--- config.mk ---
export PLATFORM = sky130hd
export DESIGN_NAME = turn_signal_conditioner
export DESIGN_NICKNAME = d
export VERILOG_FILES = /design/src/rtl/turn_signal_conditioner.sv
export SDC_FILE = /design/constraint.sdc
export NUM_CORES = 1
export LEC_CHECK = 0
export BUFFER_PORTS_ARGS = -buffer_cell sky130_fd_sc_hd__buf_2
export CORE_UTILIZATION = 55
export DETAILED_ROUTE_END_ITERATION = 10
export PLACE_DENSITY = 0.75
export SLEW_MARGIN = 40
export SYNTH_ARGS = -nofsm -noshare
export SYNTH_HDL_FRONTEND = slang
export SYNTH_HIERARCHICAL = 1
export SYNTH_SLANG_ARGS = --single-unit
--- constraint.sdc ---
create_clock -name clk -period 3.2 [get_ports clk]
set_input_delay 0.32 -clock clk [delete_from_list [all_inputs] [get_ports clk]]
set_output_delay 0.32 -clock clk [all_outputs]
set_load 0.01 [all_outputs]
--- src/rtl/turn_signal_conditioner.sv ---
// Conditions raw left/right/hazard switches into consistent left/right requests
// for the tail-light sequencer: sync, debounce per channel, then arbitrate.

module tsc_debounce #(
    parameter int DEBOUNCE_CYCLES = 4,
    parameter int CNT_W           = 3
) (
    input  logic clk,
    input  logic reset,
    input  logic raw,
    output logic db
);
    logic [1:0]       sync;
    logic [CNT_W-1:0] cnt;

    always_ff @(posedge clk or negedge reset) begin
        if (!reset) begin
            sync <= '0;
            cnt  <= '0;
            db   <= 1'b0;
        end else begin
            sync <= {sync[0], raw};
            if (sync[1] == db) begin
                cnt <= '0;
            end else if (cnt == CNT_W'(DEBOUNCE_CYCLES - 1)) begin
                db  <= sync[1];
                cnt <= '0;
            end else begin
                cnt <= cnt + 1'b1;
            end
        end
    end
endmodule

module turn_signal_conditioner #(
    parameter  int DEBOUNCE_CYCLES = 4,
    localparam int CNT_W           = $clog2(DEBOUNCE_CYCLES + 1)
) (
    input  logic clk,
    input  logic reset,
    input  logic left_raw,
    input  logic right_raw,
    input  logic hazard_raw,
    output logic left,
    output logic right,
    output logic change
);
    localparam int NUM_LANES = 3;
    localparam logic [1:0] S_IDLE   = 2'd0;
    localparam logic [1:0] S_LEFT   = 2'd1;
    localparam logic [1:0] S_RIGHT  = 2'd2;
    localparam logic [1:0] S_HAZARD = 2'd3;

    logic [NUM_LANES-1:0] raw_vec;
    logic [NUM_LANES-1:0] db;
    logic [1:0]           state, state_n;
    logic                 left_n, right_n;

    assign raw_vec = {hazard_raw, right_raw, left_raw};

    // lane 0 = left, 1 = right, 2 = hazard
    for (genvar i = 0; i < NUM_LANES; i++) begin : g_lane
        tsc_debounce #(
            .DEBOUNCE_CYCLES(DEBOUNCE_CYCLES),
            .CNT_W          (CNT_W)
        ) u_db (
            .clk  (clk),
            .reset(reset),
            .raw  (raw_vec[i]),
            .db   (db[i])
        );
    end

    always_comb begin
        state_n = state;
        if (db[2]) begin
            state_n = S_HAZARD;
        end else begin
            case (state)
                S_IDLE: begin
                    if (db[0] && db[1]) state_n = S_HAZARD;
                    else if (db[0])     state_n = S_LEFT;
                    else if (db[1])     state_n = S_RIGHT;
                    else                state_n = S_IDLE;
                end
                // first request wins; the other side waits for a pass through IDLE
                S_LEFT:   state_n = db[0] ? S_LEFT : S_IDLE;
                S_RIGHT:  state_n = db[1] ? S_RIGHT : S_IDLE;
                default:  state_n = (db[0] && db[1]) ? S_HAZARD : S_IDLE;
            endcase
        end
    end

    assign left_n  = (state_n == S_LEFT)  || (state_n == S_HAZARD);
    assign right_n = (state_n == S_RIGHT) || (state_n == S_HAZARD);

    // outputs registered alongside the state so change lands in the same cycle
    always_ff @(posedge clk or negedge reset) begin
        if (!reset) begin
            state  <= S_IDLE;
            left   <= 1'b0;
            right  <= 1'b0;
            change <= 1'b0;
        end else begin
            state  <= state_n;
            left   <= left_n;
            right  <= right_n;
            change <= ({left_n, right_n} != {left, right});
        end
    end
endmodule
== Word-level counts from Yosys, hierarchy flattened ==
Index checks and enable logic that the tools add are counted.
Word-level totals
  register bits after elaboration: 23
  bits of input ports: 5
  output and inout bits: 3
  word-level logic and storage cells: 51
Cells by class
  add/subtract/negate cells: 3
  equal/unequal tests: 12
  muxes and demuxes: 13
  bitwise operators: 3
  reductions and logical operators: 7
Operator list (number)
  two-way mux 3 bit: 6
  two-way mux 2 bit: 5
  adder 3 x 1 -> 3 bit (second input constant): 3
  equality test 3 x 2 -> 1 bit (second input constant): 3
  equality test 2 bit (second input constant): 3
  case mux 2 bit (3 select lines): 1
  AND reduction 2 bit: 3
  equality test 2 x 1 -> 1 bit (second input constant): 2
  equality test 1 bit: 3
  NOT 1 bit: 3
  logical NOT 2 bit: 1
  logical OR 1 bit: 2
  != test 2 bit: 1
  logical AND 1 bit: 1
  two-way mux 1 bit: 1

== Depth between registers and ports, before layout ==
Gate-level depths: netlist of the first run.
  depth after elaboration: 8
  mapped depth: 3
  gate-level depth less buffers: 3

== By module ==
Netlist of the first run, hierarchy kept.
By module, submodules not included
  tsc_debounce at g_lane[1].u_db ...: instances 2, cells an instance 13, area an instance 216.5 µm², sequential area each 150.1 µm²
  tsc_debounce at g_lane[0].u_db: instances 1, cells an instance 13, area an instance 229.0 µm², sequential area each 150.1 µm²
  turn_signal_conditioner: instances 1, cells an instance 19, area an instance 191.4 µm², sequential area each 100.1 µm²

== Worst setup path after synthesis of the first run ==
No wires, ideal clock.
  path type: reg-to-reg
  start point: register g_lane[2].u_db.db
  end point: register change
  setup time: 127 ps
  arrival: 1096 ps
  required time: 3073 ps
  slack: 1976 ps
  cell stages (with the launch flop): 4
  path buffers: 0
  period minus slack after synthesis: 1224 ps
  cell sequence: dfrtp_1 > or4b_1 > o2111ai_1 > o21ai_1
On the way
  longest elaborated chain between the ends: 4
  elaborated cells between the ends (all ways): 7
  those cells by class: eq/ne (4); mux (1); reduce/logical (2)
Ends and longest elaborated chain
  start, declared: RTL line 11  | output logic db
  start signal, assigned: RTL line 26  | db <= sync[1];
  two-way mux 2 bit (*): RTL line 76  | if (db[2]) begin
  equality test 2 bit, or another cell as far along: RTL line 95  | assign right_n = (state_n == S_RIGHT) || (state_n == S_HAZARD);
  logical OR 1 bit, on equally long branches: RTL line 95, 94
  != test 2 bit (*): RTL line 108  | change <= ({left_n, right_n} != {left, right});
  end signal, assigned: RTL line 108
  end, declared: RTL line 46  | output logic change
Every way passes the cells marked *; elsewhere a longest branch is shown, timed or not.
A chain may end at the register's enable or synchronous reset.

== Final worst setup path of the first run ==
Ends and elaborated chain as after synthesis.

==> results_dict.tcl, run 1 <==
set metrics [dict create \
    drc 0 \
    period_share_pct 41.31 \
    drive_gt1_share_pct 32.86 \
    synth_cell_types 19 \
    cp-start-kind "register" \
    syn_area_per_cell_sq_um 14.71 \
    synthXorXnorAreaFrac_pct 3.079 \
    critPathKind "register to register" \
    r2r-start "g_lane[2].u_db/db" \
    hold_slack_ns 0.1204 \
    antenna_cells 0 \
    fin_nets 79 \
    final_core_util_pct 69.78 \
    synth_top_family_by_area "simple AND/OR/NAND/NOR gates" \
    fin_setup_tns_ns 0 \
    dr.pass1.iters 4 \
    wl_per_cell_um 12.91 \
    start_util_pct 62.45 \
    yosys.area.top_type "dfrtp_1" \
    p_leak_nw 0.4468 \
    post-dp-hpwl_um 794.8 \
    routed_wl_um 1097 \
    dieWidth_um 41.39 \
    final_max_slew_viol_count 0 \
    synthMuxAreaShare_pct 4.399 \
    grt_overflow 0 \
    fin_worst_skew_ns 0.004178 \
    die-area_sq_um 1713 \
    cts-root-buf "clkbuf_4" \
    syn-cell-area_sq_um 853.3 \
    core_area_sq_um 1366 \
    maxCapViolations 0 \
    setup_violations 0 \
    worst_pin_slew_ns 0.4642 \
    clkSinkCount 22 \
    dr_wl_met2_um 493 \
    hold_violations 0 \
    clk_latency_ns 0.29 \
    critPathBufInv 0 \
    cp_top_family "simple AND/OR/NAND/NOR gates" \
    syn_nets 66 \
    grt_pass1_vias 407 \
    gp_congestion 0.5871 \
    max_freq_mhz 756.5 \
    cts_buffers 3 \
    yosysTopAreaCellShare_pct 64.52 \
    grt_max_degree 23 \
    antenna_found_initial 0 \
    grt_usage_pct 16.07 \
    syn_inst 58 \
    arrival_ns 1.50 \
    wl_met3_um 54 \
    routed.top_layer "met4" \
    synth_fa_ha_area_share_pct 4.399 \
    hp-start "right_raw" \
    post_cts_resized 0 \
    relSlewSlack_pct 69.05 \
    cts_max_level 1 \
    hp-class "input pin to register" \
    synth_simple_gate_area_share_pct 17.45 \
    seq_area_frac_synth_pct 64.52 \
    wl_met1_um 535 \
    io-pin-count 8 \
    vdd_drop_max_mv 0.5779 \
    grt_setup_unrepaired "false" \
    die_h_um 41.39 \
    worst-path-max-fanout 8 \
    critical_path.slowest_cell "or4b_1" \
    portBuffers 7 \
    crit_path_end_kind "register" \
    ys_warn_count 6 \
    crit_start "g_lane[2].u_db/db" \
    drt_iter0_markers 7 \
    via_count 467 \
    path_cells "or4b_1 -> o2111ai_1 -> o21ai_1" \
    status "complete, no violations" \
    cp.required_ns 3.38 \
    period_needed_ns 1.322 \
    cts_tree "done" \
    row_count 13 \
    critPathMaxStageDelay_ns 0.53 \
    yosys-top-cells-area "dfrtp_1, nor2b_4, ha_1" \
    clk_pin_slew_worst_paths_ns 0.11 \
    cts_buffer_depth 2 \
    synth-seq-cells 22 \
    syn2layout_area_growth_pct 11.73 \
    synth_compound_area_share_pct 5.718 \
    grt_pass1_wl_um 1683 \
    p_per_area_nw_per_um2 864.3 \
    ant_nets 0 \
    viasPerCell 5.494 \
]
-- cell type report --
cell class,instances,area (sq um)
flip-flops and latches,22,550.5
fillers,91,412.9
multi-input cells,35,299.0
repair buffers,8,45.04
clock buffers,4,36.28
well taps,15,18.77
inverters,1,3.754
-- cell usage after synthesis --
cell and count:
a21o_2 3, a221oi_1 1, dfrtp_1 22, ha_1 3, inv_1 1, mux2_2 2
mux2_4 1, nand2_1 6, nor2b_1 1, nor2b_4 3, nor3_1 2, nor3_2 1
nor3b_1 4, nor3b_2 1, o2111ai_1 1, o21ai_1 1, or2_2 1, or4b_1 1
xnor2_1 3
-- layer usage --
metal	global-route usage [%]	vias up
met5	0	-
met4	7.258	0
met3	6.383	2
met2	24.61	14
met1	20.07	222
li1	-	229
-- worst register-to-register path, stage by stage, from the launching register on --
cell	delay (ns)
dfrtp_1	0.48
or4b_1	0.53
o2111ai_1	0.11
o21ai_1	0.09
-- through the flow --
stage	total power, mW	setup WS [ns]	cells	area (sq um)
2_1_floorplan	0.6127	1.976	58	853.3
3_3_place_gp	0.6710	1.942	80	907.1
3_5_place_dp	0.6881	1.887	80	907.1
4_1_cts	0.8312	1.880	85	953.4
5_1_grt	0.8821	1.842	85	953.4
6_report	0.8240	1.878	85	953.4
-- repair_timing --
item,in CTS,in global routing
endpoints found under the hold margin,22,0
buffers inserted,0,0
setup endpoints to repair,0,0
hold buffers,1,0
-- sequential cells by signal, summed over array words and instances (netlist names) --
register	flops
state	2
g_lane.u_db/sync	6
change	1
right	1
g_lane.u_db/cnt	9
g_lane.u_db/db	3
-- cell usage in the layout, fill, tap and decap left out, drive strengths merged --
master	netlist	layout
nor3b	5	5
a21o	3	3
nor2b	4	4
clkbuf	0	4
nand2	6	6
a221oi	1	1
nor3	3	3
inv	1	1
or4b	1	1
or2	1	1
xnor2	3	3
buf	0	7
mux2	3	3
o2111ai	1	1
dfrtp	22	22
ha	3	3
dlygate4sd3	0	1
o21ai	1	1
-- power breakdown --
part           leakage [nW]  internal [mW]  switching [mW]
logic                 0.156          0.139           0.108
registers             0.270          0.357          0.0757
clock network        0.0210         0.0693          0.0751
total                 0.447          0.565           0.259
-- worst paths after layout --
| kind | end | slack (ns) | depth (start not counted) |
|---|---|---|---|
| min reg2reg | g_lane[2].u_db/sync[1] | 0.36 | 0 |
| max reg2reg | change | 1.88 | 3 |
| max in group asynchronous | g_lane[2].u_db/cnt[1] | 2.39 | 2 |
| min | g_lane[1].u_db/sync[0] | 0.12 | 1 |
| max | change | 1.88 | 3 |
| min in group asynchronous | state[1] | 0.49 | 2 |
-- cell families (layout without fill, tap and decap cells) --
logic type      after synthesis  count (layout)
mux                           3               3
xor+xnor                      3               3
flops                        22              22
compound gates                6               6
buf+inv                       1              13
fa+ha+maj                     3               3
simple gates                 20              20
Power figures use the tool's default switching activity.
==> run 2, diff against run 1 <==
--- a/config.mk
+++ b/config.mk
@@ -5,10 +5,11 @@
 export SDC_FILE = /design/constraint.sdc
 export NUM_CORES = 1
 export LEC_CHECK = 0
+export ABC_AREA = 1
 export BUFFER_PORTS_ARGS = -buffer_cell sky130_fd_sc_hd__buf_2
 export CORE_UTILIZATION = 55
 export DETAILED_ROUTE_END_ITERATION = 10
-export PLACE_DENSITY = 0.75
+export PLACE_DENSITY = 0.74
 export SLEW_MARGIN = 40
 export SYNTH_ARGS = -nofsm -noshare
 export SYNTH_HDL_FRONTEND = slang
==> constraint.sdc (replaced) <==
create_clock -name clk -period 1.4 [get_ports clk]
set_input_delay 0.14 -clock clk [delete_from_list [all_inputs] [get_ports clk]]
set_output_delay 0.14 -clock clk [all_outputs]
set_load 0.01 [all_outputs]
==> run 2 against run 1 <==
Net effect: global-route usage is 0.85 points higher; die area up 8.4%; clock skew grew 0.0036 ns; synthesized area is 8.8% higher; wire length up 17%; synthesized cell count is 74% higher; highest routed layer unchanged.
==> results_dict.tcl, run 2 <==
set metrics [dict create \
    status "complete, no violations" \
    hp-class "input pin to async pin" \
    fin_ws_ns 0.3930 \
    gp_congestion 0.7936 \
    dieWidth_um 43.09 \
    post_cts_resized 0 \
    via_count 621 \
    final_max_slew_viol_count 0 \
    multi_input_area_sq_um 294.0 \
    seq_area_frac_synth_pct 59.30 \
    arrival_ns 0.87 \
    design_area_sq_um 1060 \
    fillerInstances 125 \
    dp_cells 124 \
    final_core_util_pct 68.75 \
    critPathBufInv 1 \
    hold_slack_ns 0.3108 \
    register_area_sq_um 550.5 \
    clkSinkCount 22 \
    top_regs "g_lane.u_db/cnt: 9 flops, g_lane.u_db/sync: 6 flops, g_lane.u_db/db: 3 flops" \
    relSlewSlack_pct 68.73 \
    critPathKind "register to output pin" \
    post-cts-setup-buffers 0 \
    synth_commonest_cells "nand2_1, dfrtp_1, inv_1, nor2_1, nand2_2" \
    largest_reg_flops 9 \
    ctsHoldBuffers 4 \
    finalPower_mw 1.931 \
    io-pin-count 8 \
    synthFlopType "dfrtp_1" \
    cp-start-kind "register" \
    yosys.area.top_type "dfrtp_1" \
    post-dp-hpwl_um 956.5 \
    critical_path.slowest_cell "dfrtp_1" \
    maxCapViolations 0 \
    antenna_cells 0 \
    fin_worst_skew_ns 0.007813 \
    syn-cell-area_sq_um 928.4 \
    syn_area_per_cell_sq_um 9.192 \
    drt_iter0_markers 13 \
    syn_nets 109 \
    worst_pin_slew_ns 0.4690 \
    async_reset_ff_share_pct 100.0 \
    dr.pass1.iters 4 \
    path_cells "buf_2" \
    final_common_cell "nand2_1" \
    start_util_pct 60.23 \
    grt_overflow 0 \
    setup_violations 0 \
    worst-path-max-fanout 4 \
    cts_tree "done" \
    cp.required_ns 1.26 \
    cts_buffers 3 \
    p_leak_nw 0.5874 \
    routed_wl_um 1279 \
    ys_warn_count 6 \
    wl_per_cell_um 9.689 \
    grt_setup_unrepaired "false" \
    final_cells 132 \
    period_needed_ns 1.007 \
    period_share_pct 71.93 \
    die-area_sq_um 1856 \
    yosysTopAreaCellShare_pct 59.30 \
    grt_pass1_wl_um 2311 \
    most-common-layout-cells "nand2_1, dfrtp_1, inv_1, nor2_1, nand2_2" \
    fin_setup_tns_ns 0 \
    viasPerCell 4.705 \
    crit_path_end_kind "output pin" \
    antenna_found_initial 0 \
    synth_cell_types 14 \
    dp_slack_ns 0.4087 \
    syn_inst 101 \
    cts-root-buf "clkbuf_4" \
    critPathMaxStageDelay_ns 0.43 \
    dpl_cell_area_sq_um 983.4 \
    clk_latency_ns 0.30 \
    die_h_um 43.09 \
    max_freq_mhz 993.0 \
    drive_gt1_share_pct 20.69 \
    yosys-top-cells-area "dfrtp_1, nand2_1, inv_1" \
    core_area_sq_um 1541 \
    portBuffers 7 \
    cp_top_family "flip-flops" \
    cts_max_level 1 \
    grt_max_degree 23 \
    hold_violations 0 \
    clk_pin_slew_worst_paths_ns 0.12 \
    fin_nets 125 \
    grt_pass1_vias 627 \
    synth_edf_count 0 \
    synthMostInstantiatedCell "nand2_1" \
    syn2layout_area_growth_pct 14.15 \
    cts_buffer_depth 2 \
    drc 0 \
    ant_nets 0 \
    synth-seq-cells 22 \
    p_per_area_nw_per_um2 1822 \
    vdd_drop_max_mv 1.036 \
    row_count 14 \
    grt_usage_pct 16.92 \
    regMostFlops "g_lane.u_db/cnt" \
]
run 2: changes by cell type after synthesis, moves of 3 or more:
cell     previous run  this run
nor2_1              0        10
nor3b_1             4         0
nand2_1             6        26
nand3_1             0         4
inv_1               1        20
nand2_2             0         9
xnor2_1             3         0
nor2b_4             3         0
a21o_2              3         0
run 2: worst paths after layout:
path / from / end / slack [ns] / cells past startpoint
worst max-delay path: state[0] / left / 0.39 / 1
worst min-delay path: reset / change / 0.31 / 2
worst max register to register: g_lane[1].u_db/db / change / 0.41 / 6
worst min register to register: g_lane[1].u_db/sync[0] / g_lane[1].u_db/sync[1] / 0.36 / 0
max in group asynchronous: reset / g_lane[2].u_db/cnt[2] / 0.76 / 2
min in group clk: g_lane[1].u_db/sync[0] / g_lane[1].u_db/sync[1] / 0.36 / 0
run 2: cell families (layout without fill, tap and decap cells):
kind of cell             after synthesis  in the layout  synth area share [%]
flip-flops                            22             22                 59.30
AND/OR/NAND/NOR                       51             51                 24.80
AO/OA/AOI/OAI                          3              3                 2.830
buffers and inverters                 22             37                 9.029
adder cells (fa/ha/maj)                3              3                 4.044
run 2: worst register-to-register path, delay by kind of cell, from the launching register on:
kind                   cells  cell delay (ns)
AND/OR/NAND/NOR            5             0.39
flip-flops                 1             0.45
buffers and inverters      1             0.07
run 2: final cells by class:
cell class | count | area share (%)
multi-input cells | 57 | 27.74
repair buffers | 11 | 7.084
flip-flops and latches | 22 | 51.95
well taps | 16 | 1.889
inverters | 22 | 7.910
clock buffers | 4 | 3.424
run 2: where the power goes:
part           internal [mW]  switching, mW
clock network          0.158          0.177
registers              0.811          0.139
logic                  0.268          0.378
total                   1.24          0.694
run 2: layer usage:
layer | GRT usage (%) | routed length (um) | up-vias
met1 | 20.45 | 612 | 285
met4 | 8.485 | 9 | 0
met5 | 0 | 0 | -
met2 | 28.96 | 624 | 10
met3 | 2.553 | 33 | 2
li1 | - | - | 324
